`src/rtl/param_sp_ram_pkg.sv`:
```
// -----------------------------------------------------------------------------
// param_sp_ram_pkg
// Shared types and helpers for the parametrised single-port RAM.
//   state_e      : controller state (clearing after reset, or serving traffic)
//   MODE_WR/RD   : encoding of the 'mode' request input
//   even_parity  : even parity bit over a word of up to 64 bits
//                  (narrower words are zero-extended, which does not change
//                  the parity)
// -----------------------------------------------------------------------------
package param_sp_ram_pkg;

  typedef enum logic {
    ST_CLEAR = 1'b0,
    ST_RUN   = 1'b1
  } state_e;

  localparam logic MODE_WR = 1'b0;
  localparam logic MODE_RD = 1'b1;

  // Parity bit that makes the total number of ones (word + bit) even.
  function automatic logic even_parity(input logic [63:0] i_word);
    return ^i_word;
  endfunction

endpackage

```
`src/rtl/param_sp_ram_rd_pipe.sv`:
```
// -----------------------------------------------------------------------------
// param_sp_ram_rd_pipe
// RD_LAT-deep delay line for the read response {valid, data, err}.
// The final stage is the output register: data only loads on a valid read, so
// the output holds the last read word; err is forced low unless valid.
// An optional front stage is added when RD_LAT == 2 (any other value behaves
// as latency 1).
// Ports:
//   i_clk      clock, rising edge
//   i_flush_n  synchronous active-low flush, clears every stage
//   i_valid    read accepted this cycle
//   i_data     word read from the array
//   i_err      parity mismatch for i_data
//   o_valid    one-cycle pulse per completed read
//   o_data     registered read data (holds between reads)
//   o_err      registered parity error, only meaningful with o_valid
// -----------------------------------------------------------------------------
module param_sp_ram_rd_pipe #(
  parameter int DATA_W = 8,
  parameter int RD_LAT = 1
) (
  input  logic              i_clk,
  input  logic              i_flush_n,
  input  logic              i_valid,
  input  logic [DATA_W-1:0] i_data,
  input  logic              i_err,
  output logic              o_valid,
  output logic [DATA_W-1:0] o_data,
  output logic              o_err
);

  logic              w_valid;
  logic [DATA_W-1:0] w_data;
  logic              w_err;

  logic              r_out_valid;
  logic [DATA_W-1:0] r_out_data;
  logic              r_out_err;

  generate
    if (RD_LAT == 2) begin : g_lat2
      logic              r_valid;
      logic [DATA_W-1:0] r_data;
      logic              r_err;

      // Extra delay stage in front of the output register.
      always_ff @(posedge i_clk) begin
        if (!i_flush_n) begin
          r_valid <= 1'b0;
          r_data  <= '0;
          r_err   <= 1'b0;
        end else begin
          r_valid <= i_valid;
          r_data  <= i_data;
          r_err   <= i_err;
        end
      end

      assign w_valid = r_valid;
      assign w_data  = r_data;
      assign w_err   = r_err;
    end else begin : g_lat1
      assign w_valid = i_valid;
      assign w_data  = i_data;
      assign w_err   = i_err;
    end
  endgenerate

  // Output register: data holds between reads, valid/err are single pulses.
  always_ff @(posedge i_clk) begin
    if (!i_flush_n) begin
      r_out_valid <= 1'b0;
      r_out_data  <= '0;
      r_out_err   <= 1'b0;
    end else begin
      r_out_valid <= w_valid;
      r_out_err   <= w_valid & w_err;
      if (w_valid) begin
        r_out_data <= w_data;
      end
    end
  end

  assign o_valid = r_out_valid;
  assign o_data  = r_out_data;
  assign o_err   = r_out_err;

endmodule

```
`src/rtl/param_sp_ram.sv`:
```
// -----------------------------------------------------------------------------
// param_sp_ram
// Parametrised single-port synchronous RAM with req/ready handshake and a
// read latency of 1 or 2 cycles. After every reset a clear sequence writes
// INIT_VAL to each word (one word per cycle) before 'ready' rises.
// Optional feature macro: PARAM_SP_RAM_PARITY_EN
//   defined   : one even-parity bit stored per word, checked on read, reported
//               on rd_err together with dout_valid
//   undefined : no parity storage, rd_err is constant 0
// Ports:
//   clock       single clock, rising edge
//   rst         synchronous reset, active-low
//   req         access request, accepted when ready=1
//   mode        0 = write, 1 = read
//   addr        word address
//   din         write data
//   ready       1 = accepting requests
//   dout        registered read data, holds the last read word
//   dout_valid  one-cycle pulse per completed read
//   rd_err      read parity error, qualified by dout_valid
// -----------------------------------------------------------------------------
module param_sp_ram
  import param_sp_ram_pkg::*;
#(
  parameter int                DATA_W   = 8,
  parameter int                ADDR_W   = 3,
  parameter int                RD_LAT   = 1,
  parameter logic [DATA_W-1:0] INIT_VAL = '0
) (
  input  logic              clock,
  input  logic              rst,
  input  logic              req,
  input  logic              mode,
  input  logic [ADDR_W-1:0] addr,
  input  logic [DATA_W-1:0] din,
  output logic              ready,
  output logic [DATA_W-1:0] dout,
  output logic              dout_valid,
  output logic              rd_err
);

  localparam int DEPTH = 2 ** ADDR_W;
  // Counter is one bit wider than the address so the last word is unambiguous.
  localparam logic [ADDR_W:0] CLR_LAST = (ADDR_W + 1)'(DEPTH - 1);

  state_e            r_state;
  state_e            w_state_nxt;
  logic [ADDR_W:0]   r_clr_cnt;
  logic [ADDR_W:0]   w_clr_cnt_nxt;
  logic              r_ready;
  logic              w_ready_nxt;

  logic [DATA_W-1:0] r_mem [DEPTH];

  logic              w_clr_we;
  logic              w_acc;
  logic              w_wr_acc;
  logic              w_rd_acc;
  logic [DATA_W-1:0] w_rd_data;
  logic              w_rd_err;

  // Next-state logic for the clear/run controller.
  always_comb begin
    w_state_nxt   = r_state;
    w_clr_cnt_nxt = r_clr_cnt;
    w_ready_nxt   = r_ready;
    case (r_state)
      ST_CLEAR: begin
        w_clr_cnt_nxt = r_clr_cnt + (ADDR_W + 1)'(1);
        if (r_clr_cnt == CLR_LAST) begin
          w_state_nxt = ST_RUN;
          w_ready_nxt = 1'b1;
        end else begin
          w_ready_nxt = 1'b0;
        end
      end
      ST_RUN: begin
        w_ready_nxt = 1'b1;
      end
      default: begin
        w_state_nxt   = ST_CLEAR;
        w_clr_cnt_nxt = '0;
        w_ready_nxt   = 1'b0;
      end
    endcase
  end

  // Controller state registers; reset always restarts the clear from word 0.
  always_ff @(posedge clock) begin
    if (!rst) begin
      r_state   <= ST_CLEAR;
      r_clr_cnt <= '0;
      r_ready   <= 1'b0;
    end else begin
      r_state   <= w_state_nxt;
      r_clr_cnt <= w_clr_cnt_nxt;
      r_ready   <= w_ready_nxt;
    end
  end

  // Everything is gated with rst so the array is untouched while in reset.
  assign w_clr_we  = rst && (r_state == ST_CLEAR);
  assign w_acc     = rst && req && r_ready;
  assign w_wr_acc  = w_acc && (mode == MODE_WR);
  assign w_rd_acc  = w_acc && (mode == MODE_RD);
  assign w_rd_data = r_mem[addr];

  // Storage array: clear has priority, though ready=0 already excludes writes.
  always_ff @(posedge clock) begin
    if (w_clr_we) begin
      r_mem[r_clr_cnt[ADDR_W-1:0]] <= INIT_VAL;
    end else if (w_wr_acc) begin
      r_mem[addr] <= din;
    end
  end

`ifdef PARAM_SP_RAM_PARITY_EN
  logic r_par [DEPTH];

  // Parity column, written in lockstep with the data array.
  always_ff @(posedge clock) begin
    if (w_clr_we) begin
      r_par[r_clr_cnt[ADDR_W-1:0]] <= even_parity(64'(INIT_VAL));
    end else if (w_wr_acc) begin
      r_par[addr] <= even_parity(64'(din));
    end
  end

  // Recompute parity over the stored word and compare with the stored bit.
  always_comb begin
    if (w_rd_acc) begin
      w_rd_err = (even_parity(64'(w_rd_data)) != r_par[addr]);
    end else begin
      w_rd_err = 1'b0;
    end
  end
`else
  assign w_rd_err = 1'b0;
`endif

  param_sp_ram_rd_pipe #(
    .DATA_W (DATA_W),
    .RD_LAT (RD_LAT)
  ) u_rd_pipe (
    .i_clk     (clock),
    .i_flush_n (rst),
    .i_valid   (w_rd_acc),
    .i_data    (w_rd_data),
    .i_err     (w_rd_err),
    .o_valid   (dout_valid),
    .o_data    (dout),
    .o_err     (rd_err)
  );

  assign ready = r_ready;

endmodule
```
`config.mk`:
```
export PLATFORM = sky130hd
export DESIGN_NAME = param_sp_ram
export DESIGN_NICKNAME = d
export VERILOG_FILES = /design/src/rtl/param_sp_ram_pkg.sv /design/src/rtl/param_sp_ram_rd_pipe.sv /design/src/rtl/param_sp_ram.sv
export SDC_FILE = /design/constraint.sdc
export NUM_CORES = 1
export LEC_CHECK = 0
export BUFFER_PORTS_ARGS = -buffer_cell sky130_fd_sc_hd__clkbuf_2
export CAP_MARGIN = 25
export CORE_ASPECT_RATIO = 0.5
export CORE_MARGIN = 2
export CORE_UTILIZATION = 63
export DETAILED_ROUTE_END_ITERATION = 7
export GPL_TIMING_DRIVEN = 0
export PLACE_DENSITY = 0.82
export SYNTH_ARGS = -nofsm -noshare
export SYNTH_HDL_FRONTEND = slang
export SYNTH_SLANG_ARGS = --single-unit
```
`constraint.sdc`:
```
create_clock -name clock -period 3.4 [get_ports clock]
set_input_delay 0.51 -clock clock [delete_from_list [all_inputs] [get_ports clock]]
set_output_delay 0.51 -clock clock [all_outputs]
set_load 0.05 [all_outputs]
```
* Word level (Yosys, flattened, before mapping)
Memory sizes are Yosys's and may differ from the RTL's. A register that Yosys moved wholly into a read port is not among the register bits.
Index checks and enable logic that the tools add are counted.
** Storage, ports and cells
- Memories kept :: 1
- Flip-flop bits (word level) :: 7
- Word-level logic and storage cells :: 27
- Input port bits :: 15
- Memory bits (writable) :: 64
** Cells by class
- Eq/ne operators :: 1
- Bitwise gates (word level) :: 2
- Mux-type cells :: 11
- Reductions and logical operators :: 7
- Add/sub/neg operators :: 1
** Memory list
- r_mem :: words 8, width 8, read ports 1, clocked after memory_dff 1, write ports 1, line param_sp_ram.sv:53 : logic [DATA_W-1:0] r_mem [DEPTH];
** Operator list (number)
- 1-bit two-way mux :: 8
- 8-bit two-way mux :: 1
- 8-bit OR reduction :: 1
- 1-bit logical AND :: 5
- 4-bit by 1-bit adder with 4-bit output (second input constant) :: 1
- 4-bit by 3-bit == test with 1-bit output (second input constant) :: 1
- 3-bit two-way mux :: 1
- 1-bit inverter :: 2
- 1-bit case mux with 2 select lines :: 1
- 1-bit zero test :: 1

* Longest topological paths before layout
Gate-level depths: netlist (run 1).
- Depth after elaboration :: 8
- Depth in mapped cells :: 5
- Depth with buffers taken out :: 4

* Cells and area by module
A second synthesis (run 1) with hierarchy kept.
** Second synthesis, totals
- Cells, all modules :: 180
- Area, all modules :: 3270.6 um^2
** Modules (own cells, without submodules)
- param_sp_ram :: times used 1, seq. area each 2021.9 um^2, cells an instance 151, area an instance 2914.0 um^2
- param_sp_ram_rd_pipe :: times used 1, seq. area each 200.2 um^2, cells an instance 29, area an instance 356.6 um^2

* Worst setup path before layout (run 1)
Ideal clock, no wire load.
- Path kind :: reg-to-reg
- From :: register r_state
- To :: memory r_mem[0][0], enable pin
- Cell stages (with the launch flop) :: 5
- Arrival :: 1.671 ns
- Period minus slack after synthesis :: 2.041 ns
- Path buffers :: 1
- Library setup time :: 0.370 ns
- Path slack :: 1.359 ns
- Cell sequence :: dfxtp_1 buf_2 nor4bb_1 o21ai_0 nor2_1
** Between the ends
- Cells in the longest elaborated chain, start to end :: 6
- Elaborated cells on any way between the ends :: 9
** Ends and longest elaborated chain
- start, declared :: line param_sp_ram.sv:46 : state_e r_state;
- start signal, assigned :: line param_sp_ram.sv:95 : r_state <= w_state_nxt;
- 1-bit inverter (*)
- 1-bit logical AND (*) :: line param_sp_ram.sv:102 : assign w_clr_we = rst && (r_state == ST_CLEAR);
- 1-bit two-way mux :: line param_sp_ram.sv:110 : if (w_clr_we) begin
- 1-bit two-way mux (implied by the code) :: line param_sp_ram.sv:113 : r_mem[addr] <= din;
- 8-bit OR reduction (no source line)
- 3-bit two-way mux (no source line) or 1-bit two-way mux (tied branches)
- end, declared :: line param_sp_ram.sv:53
Every way passes the cells marked *; elsewhere a longest branch is shown, timed or not.

* Worst setup path after layout (run 1)
- From :: register r_state
- To :: memory r_mem[5][7], enable pin
Same word-level chain as after synthesis.

==> results of run 1 <==
metal layers:
layer | vias to the layer above | part of all wire [%] | GRT usage [%]
met5 | - | 0 | 0
met4 | 0 | 0.91 | 7.43
met3 | 6 | 9.0 | 6.66
met2 | 78 | 48 | 37.6
met1 | 868 | 42 | 30.7
li1 | 837 | - | -
stage by stage:
step                      std cells  utilization (%)  cell area (um^2)  setup WS, ns
after CTS                       308             73.4              3570          1.22
after global routing            308             73.4              3570          1.14
after global placement          291             68.9              3350          1.04
after detailed placement        292             69.0              3360         0.992
final                           308             73.4              3570          1.23
after floorplan                 198                -              3150          1.36
area by class of cell:
| class | instances | area (um^2) |
|---|---|---|
| Sequential cell | 78 | 2200 |
| Fill cell | 316 | 1290 |
| Multi-Input combinational cell | 107 | 842 |
| Clock buffer | 10 | 128 |
| Timing Repair Buffer | 24 | 123 |
| Buffer | 10 | 92.6 |
| Tap cell | 70 | 87.6 |
| Clock inverter | 6 | 86.3 |
| Inverter | 3 | 11.3 |
sequential cells by signal, indices dropped and copies added (netlist names):
signal             flops
u_rd_pipe.o_valid      1
r_clr_cnt              4
r_state                1
u_rd_pipe.o_data       8
r_mem                 64
cells in the final DEF (no fill, tap or decap), drive strengths merged:
cell / synthesis / layout
edfxtp: 64 / 64
mux2i: 37 / 37
clkbuf: 2 / 35
a22oi: 16 / 16
nor2: 15 / 15
dfxtp: 14 / 14
and2: 10 / 10
buf: 8 / 9
a32o: 8 / 8
nor2b: 7 / 7
clkinv: 1 / 4
and4b: 2 / 2
o21ai: 2 / 2
inv: 2 / 2
a31oi: 2 / 2
bufinv: 0 / 2
nor4bb: 1 / 1
nand4: 1 / 1
xnor2: 1 / 1
nor3: 1 / 1
nand4b: 1 / 1
xor2: 1 / 1
ha: 1 / 1
conb: 1 / 1
clkinvlp: 0 / 1
worst reg2reg max path, stage by stage, from the launching register on:
cell     delay, ns
dfxtp_1       0.37
buf_2         0.21
and4b_1       0.21
o21ai_0       0.17
nor2_1        0.84
logic make-up (layout without fill, tap and decap cells):
logic type / Yosys count / count (layout) / share of synthesized area, %
simple gates: 38 / 38 / 6.84
mux: 37 / 37 / 11.8
buf+inv: 13 / 53 / 3.30
xor+xnor: 2 / 2 / 0.557
other cells: 1 / 1 / 0.119
compound gates: 28 / 28 / 7.07
flops: 78 / 78 / 70.0
fa+ha+maj: 1 / 1 / 0.397
where the power goes:
part           internal [mW]  switching, mW
Clock                  0.412          0.321
Combinational         0.0435         0.0676
Sequential              1.04        0.00870
how the worst max path moves through the flow:
stage / from / endpoint / slack [ns]
finish: r_state / r_mem[5][7] / 1.23
global route: r_state / r_mem[4][7] / 1.14
CTS: r_state / r_mem[5][7] / 1.22
detailed placement: addr[2] / r_mem[5][6] / 0.99
global placement: mode / r_mem[6][6] / 1.04
floorplan: r_state / r_mem[0][0] / 1.36
==> qor.txt, run 1 <==
Outcome: finished clean
Worst Path Class, Setup: reg -> reg
Final setup fails: 0
RSZ-0062 raised after global routing: no
Largest net degree at the start of global routing: 14
Synth top area cells: edfxtp_1 61%, mux2i_1 12%, dfxtp_1 8.9%, a22oi_1 3.8%, a32o_1 2.5%
WHS: 0.471 ns
Max_cap viols: 0
Pwr/cell area: 530 nW/um^2
Final hold violation count: 0
Largest area contributor in the netlist: edfxtp_1
Clock slew at reported path FFs: 0.08 ns
Most common cell in the synthesized netlist: edfxtp_1
Yosys warning count: 0
Layout cells sized above 1: 21.0%
Post-DRT Antenna Nets: 0
Syn Area/Cell: 15.9 um^2
Pre-Repair DR Iteration Count: 4
Syn Std Cell Area: 3150 um^2
Critical Path AT: 2.13 ns
# H-tree levels: 3
Die Y: 54.0 um
Clock root buffer: clkbuf_8
Largest stage delay, worst path: 0.84 ns
Die area: 5610 um^2
Net count, final: 249
R2r worst-path depth: 4
Synth top cells by count: 64 x edfxtp_1, 37 x mux2i_1, 16 x a22oi_1
Register area share after synthesis: 70.0%
All-Layer GR Usage: 23.0%
Total power: 1.89 mW
WL final: 6.15 mm
Critical path capture point type: flip-flop
First-pass GRT wire length: 9.02 mm
Core area: 4860 um^2
FP Rows: 18
Min-delay src: u_rd_pipe.o_data[3]
Post-cts gate resize count: 0
Vias per inst: 5.81
Prevailing post-synth register cell: edfxtp_1
Initial antenna violation count: 0
WP depth: 4
Worst r2r dst: r_mem[5][7]
Slowest stage cell, crit path: nor2_1
CTS Hold Bufs: 0
Drc violations: 0
Vias: 1789
Starting DRT DRC Count: 147
Hold crit path type: reg -> reg
DP Wirelength: 3.80 mm
CP Buf/Inv Count: 1
CP max FO: 10
Final Skew: 0.00794 ns
CTS Buf Count: 9
Pleak: 1.42 nW
Synth cell types: 28
Max VDD drop: 311 uV
Max Freq: 0.460 GHz
Syn Inst Count: 198
Final-report max-slew violation count: 0
Die Width: 104 um
Synth top area share: 61.0%
Syn Nets: 214
Critical path, cell by cell: buf_2 -> and4b_1 -> o21ai_0 -> nor2_1
I/O pins: 26
Setup TNS Final: 0 ns
CTS tree: done
FF+latch count, synth: 78
FF-to-FF Start: r_state
P&R area growth vs syn: 13.5%
Ant. Diodes: 0
Gr ovfl total: 0
Slew HR: 31.1%
Postcts setup bufs: 0
Min-Delay Endpoint: u_rd_pipe.o_data[3]
Critical path's top delay family: simple AND/OR/NAND/NOR gates
Reg2Reg Setup Slack: 1.23 ns
Critical Path Start Type: flip-flop
Port bufs: 23
Clock Latency Late Sink: 0.34 ns
Placer's final routability congestion estimate: 0.712
Number of global-route vias before repair: 1713
Sinks on Clock Net: 78
WL/cell: 20.0 um
Final period util: 63.9%
Slew @ Worst Pin: 1.03 ns
Critical Path RT: 3.36 ns
FFs w/ async S/R, synth: 0%
Worst Hold Depth: 1
Tmin final: 2.17 ns
CTS Buffer Depth: 2
Number of flops mapped to enable cells by yosys: 64
Starting Density: 64.7%
Note: power is estimated with default switching activity, not from simulation.
==> inputs of run 2 (changes only) <==
--- a/config.mk
+++ b/config.mk
@@ -9,10 +9,10 @@
 export CAP_MARGIN = 25
 export CORE_ASPECT_RATIO = 0.5
 export CORE_MARGIN = 2
-export CORE_UTILIZATION = 63
+export CORE_UTILIZATION = 53
 export DETAILED_ROUTE_END_ITERATION = 7
 export GPL_TIMING_DRIVEN = 0
-export PLACE_DENSITY = 0.82
+export PLACE_DENSITY = 0.74
 export SYNTH_ARGS = -nofsm -noshare
 export SYNTH_HDL_FRONTEND = slang
 export SYNTH_SLANG_ARGS = --single-unit
==> constraint.sdc (replaced) <==
create_clock -name clock -period 1.8 [get_ports clock]
set_input_delay 0.27 -clock clock [delete_from_list [all_inputs] [get_ports clock]]
set_output_delay 0.27 -clock clock [all_outputs]
set_load 0.05 [all_outputs]
==> qor.txt, run 2 (same netlist as run 1, synthesis figures left out) <==
Layout cells sized above 1: 25.1% (+4.1 points)
FILL cells: 396 (+25%)
Pleak: 1.45 nW (+2.1%)
FP Rows: 19 (+1)
Internal power: 2.99 mW (+100%)
Gr ovfl total: 0 (unchanged)
CTS Buffer Depth: 2 (unchanged)
Outcome: finished, violations left
Drc violations: 2 (+2)
Port bufs: 23 (unchanged)
Most common cell after layout, fill and taps aside: edfxtp_1
Reg2Reg Setup Slack: 0.06 ns (-1.16 ns)
Worst Path Class, Setup: reg -> reg
Largest net degree at the start of global routing: 13 (-1)
Max VDD drop: 612 uV (+96%)
Failing checks: design-rule violations
Final period util: 96.5% (+33 points)
Critical Path Start Type: flip-flop
Setup ws final: 0.0632 ns (-1.16 ns)
Reg power frac: 52.1% (-3.4 points)
FF-to-FF Start: r_state
Register area: 2200 um^2 (about the same)
First-pass GRT wire length: 9.73 mm (+7.9%)
WHS: 0.347 ns (-0.125 ns)
Most frequent cells in the layout: 64 x edfxtp_1, 35 x mux2i_1, 25 x clkbuf_2
Starting DRT DRC Count: 150 (+2.0%)
Die Y: 58.5 um (+8.4%)
Clock slew at reported path FFs: 0.05 ns (-0.03 ns)
Critical path capture point type: flip-flop
Worst Hold Depth: 3 (+2)
Place WS: -0.173 ns (-1.16 ns)
CTS tree: done
Worst r2r dst: r_mem[6][7]
I/O pins: 26 (unchanged)
Clock Latency Late Sink: 0.33 ns (about the same)
Post-DRT Antenna Nets: 0 (unchanged)
Die area: 6610 um^2 (+18%)
Starting Density: 56.1% (-8.6 points)
# H-tree levels: 3 (unchanged)
Critical Path RT: 1.79 ns (-1.57 ns)
Switching Fraction: 21.6% (+0.68 points)
CTS Hold Bufs: 0 (unchanged)
Setup TNS Final: 0 ns (unchanged)
Pre-Repair DR Iteration Count: 6 (+2)
Core area: 5610 um^2 (+15%)
Hold crit path type: in -> reg
Slew @ Worst Pin: 0.476 ns (-0.554 ns)
Switch Pwr: 0.825 mW (+110%)
CP max FO: 10 (unchanged)
Final-report max-slew violation count: 0 (unchanged)
Initial antenna violation count: 0 (unchanged)
Area of the multi-input gates: 917 um^2 (+8.9%)
Clock root buffer: clkbuf_16
WL/cell: 20.5 um (+3.0%)
Die Width: 113 um (+8.7%)
Final core occ: 66.3% (-7.2 points)
CTS Buf Count: 9 (unchanged)
Vias: 1815 (+1.5%)
Gate power share: 6.7% (+0.8 points)
WL final: 6.41 mm (+4.3%)
DP Wirelength: 4.03 mm (+6.3%)
Final Skew: 0.00654 ns (-0.00140 ns)
Sinks on Clock Net: 78 (unchanged)
Final setup fails: 0 (unchanged)
Tmin final: 1.74 ns (-0.436 ns)
Max Freq: 0.576 GHz (+25%)
Number of flip-flops in the largest register: 64 (unchanged)
Min-delay src: rst
Max_cap viols: 0 (unchanged)
Pwr/cell area: 1030 nW/um^2 (+94%)
Placer's final routability congestion estimate: 0.732 (+2.9%)
Clk network pwr share: 41.2% (+2.5 points)
Ant. Diodes: 0 (unchanged)
Slew HR: 67.4% (+36 points)
All-Layer GR Usage: 21.6% (-1.4 points)
Critical Path AT: 1.73 ns (-0.40 ns)
P&R area growth vs syn: 18.1%
R2r worst-path depth: 4 (unchanged)
Final hold violation count: 0 (unchanged)
Number of global-route vias before repair: 1806 (+5.4%)
Net count, final: 250 (+0.40%)
Vias per inst: 5.82 (+0.15%)
Biggest register: r_mem
Min-Delay Endpoint: r_state
Total power: 3.81 mW (+100%)
-- run 2: cell types whose count changed in the layout (fill, tap and decap cells not counted), moves of 2 or more --
cell       before  now
bufinv_16       2    0
mux2i_2         0    2
clkbuf_16       0    9
nor2_4          0    8
mux2i_1        37   35
o21ai_0         2    0
clkbuf_8        9    0
clkinv_1        1    4
o21ai_2         0    2
clkinv_2        2    0
nor2_1         14    6
-- run 2: how the worst max path moves through the flow --
stage                 start  slack (ns)  cells past startpoint          end
floorplan           r_state        0.01                      4  r_mem[0][0]
global placement       mode       -0.17                      5  r_mem[6][4]
detailed placement     mode       -0.17                      5  r_mem[0][6]
CTS                 r_state       -0.13                      4  r_mem[0][3]
global route        r_state      -0.009                      4  r_mem[6][7]
finish              r_state        0.06                      4  r_mem[6][7]
-- run 2: layout make-up --
type | instances | area share [%]
Multi-Input combinational cell | 107 | 24.7
Sequential cell | 78 | 59.3
Tap cell | 73 | 2.46
Buffer | 10 | 2.49
Clock buffer | 11 | 6.26
Clock inverter | 5 | 0.707
Timing Repair Buffer | 25 | 3.84
Inverter | 3 | 0.303
-- run 2: through the flow --
stage	cell area, um^2	instances
floorplan	3170	198
global placement	3380	294
detailed placement	3380	295
CTS	3650	311
global route	3720	312
finish	3720	312
-- run 2: routing by layer --
| layer | global-route usage, % | routed length, um | up-vias |
|---|---|---|---|
| met2 | 32.0 | 2960 | 63 |
| met5 | 0 | 0 | - |
| li1 | - | - | 838 |
| met4 | 12.2 | 96 | 0 |
| met3 | 7.31 | 527 | 9 |
| met1 | 28.6 | 2830 | 905 |
-- run 2: worst max-delay path: stages (launching register included) --
cell	delay [ns]
dfxtp_2	0.35
buf_2	0.20
nor4bb_1	0.30
o21ai_2	0.21
nor2_4	0.34
-- run 2: timing repair --
| action | in CTS | in global routing |
|---|---|---|
| pin swaps | 0 | 1 |
| endpoints found under the setup margin | 64 | 58 |
| gates cloned | 0 | 0 |
| resized for setup | 3 | 11 |
| buffers inserted | 0 | 1 |
-- run 2: power groups by stage --
stage / Combinational (mW) / Clock, mW / Sequential (mW)
after floorplan: 0.149 / 0 / 2.02
after global placement: 0.212 / 0 / 2.02
after detailed placement: 0.221 / 0 / 2.03
after CTS: 0.224 / 1.60 / 1.99
after global routing: 0.273 / 1.67 / 1.99
final: 0.254 / 1.57 / 1.99
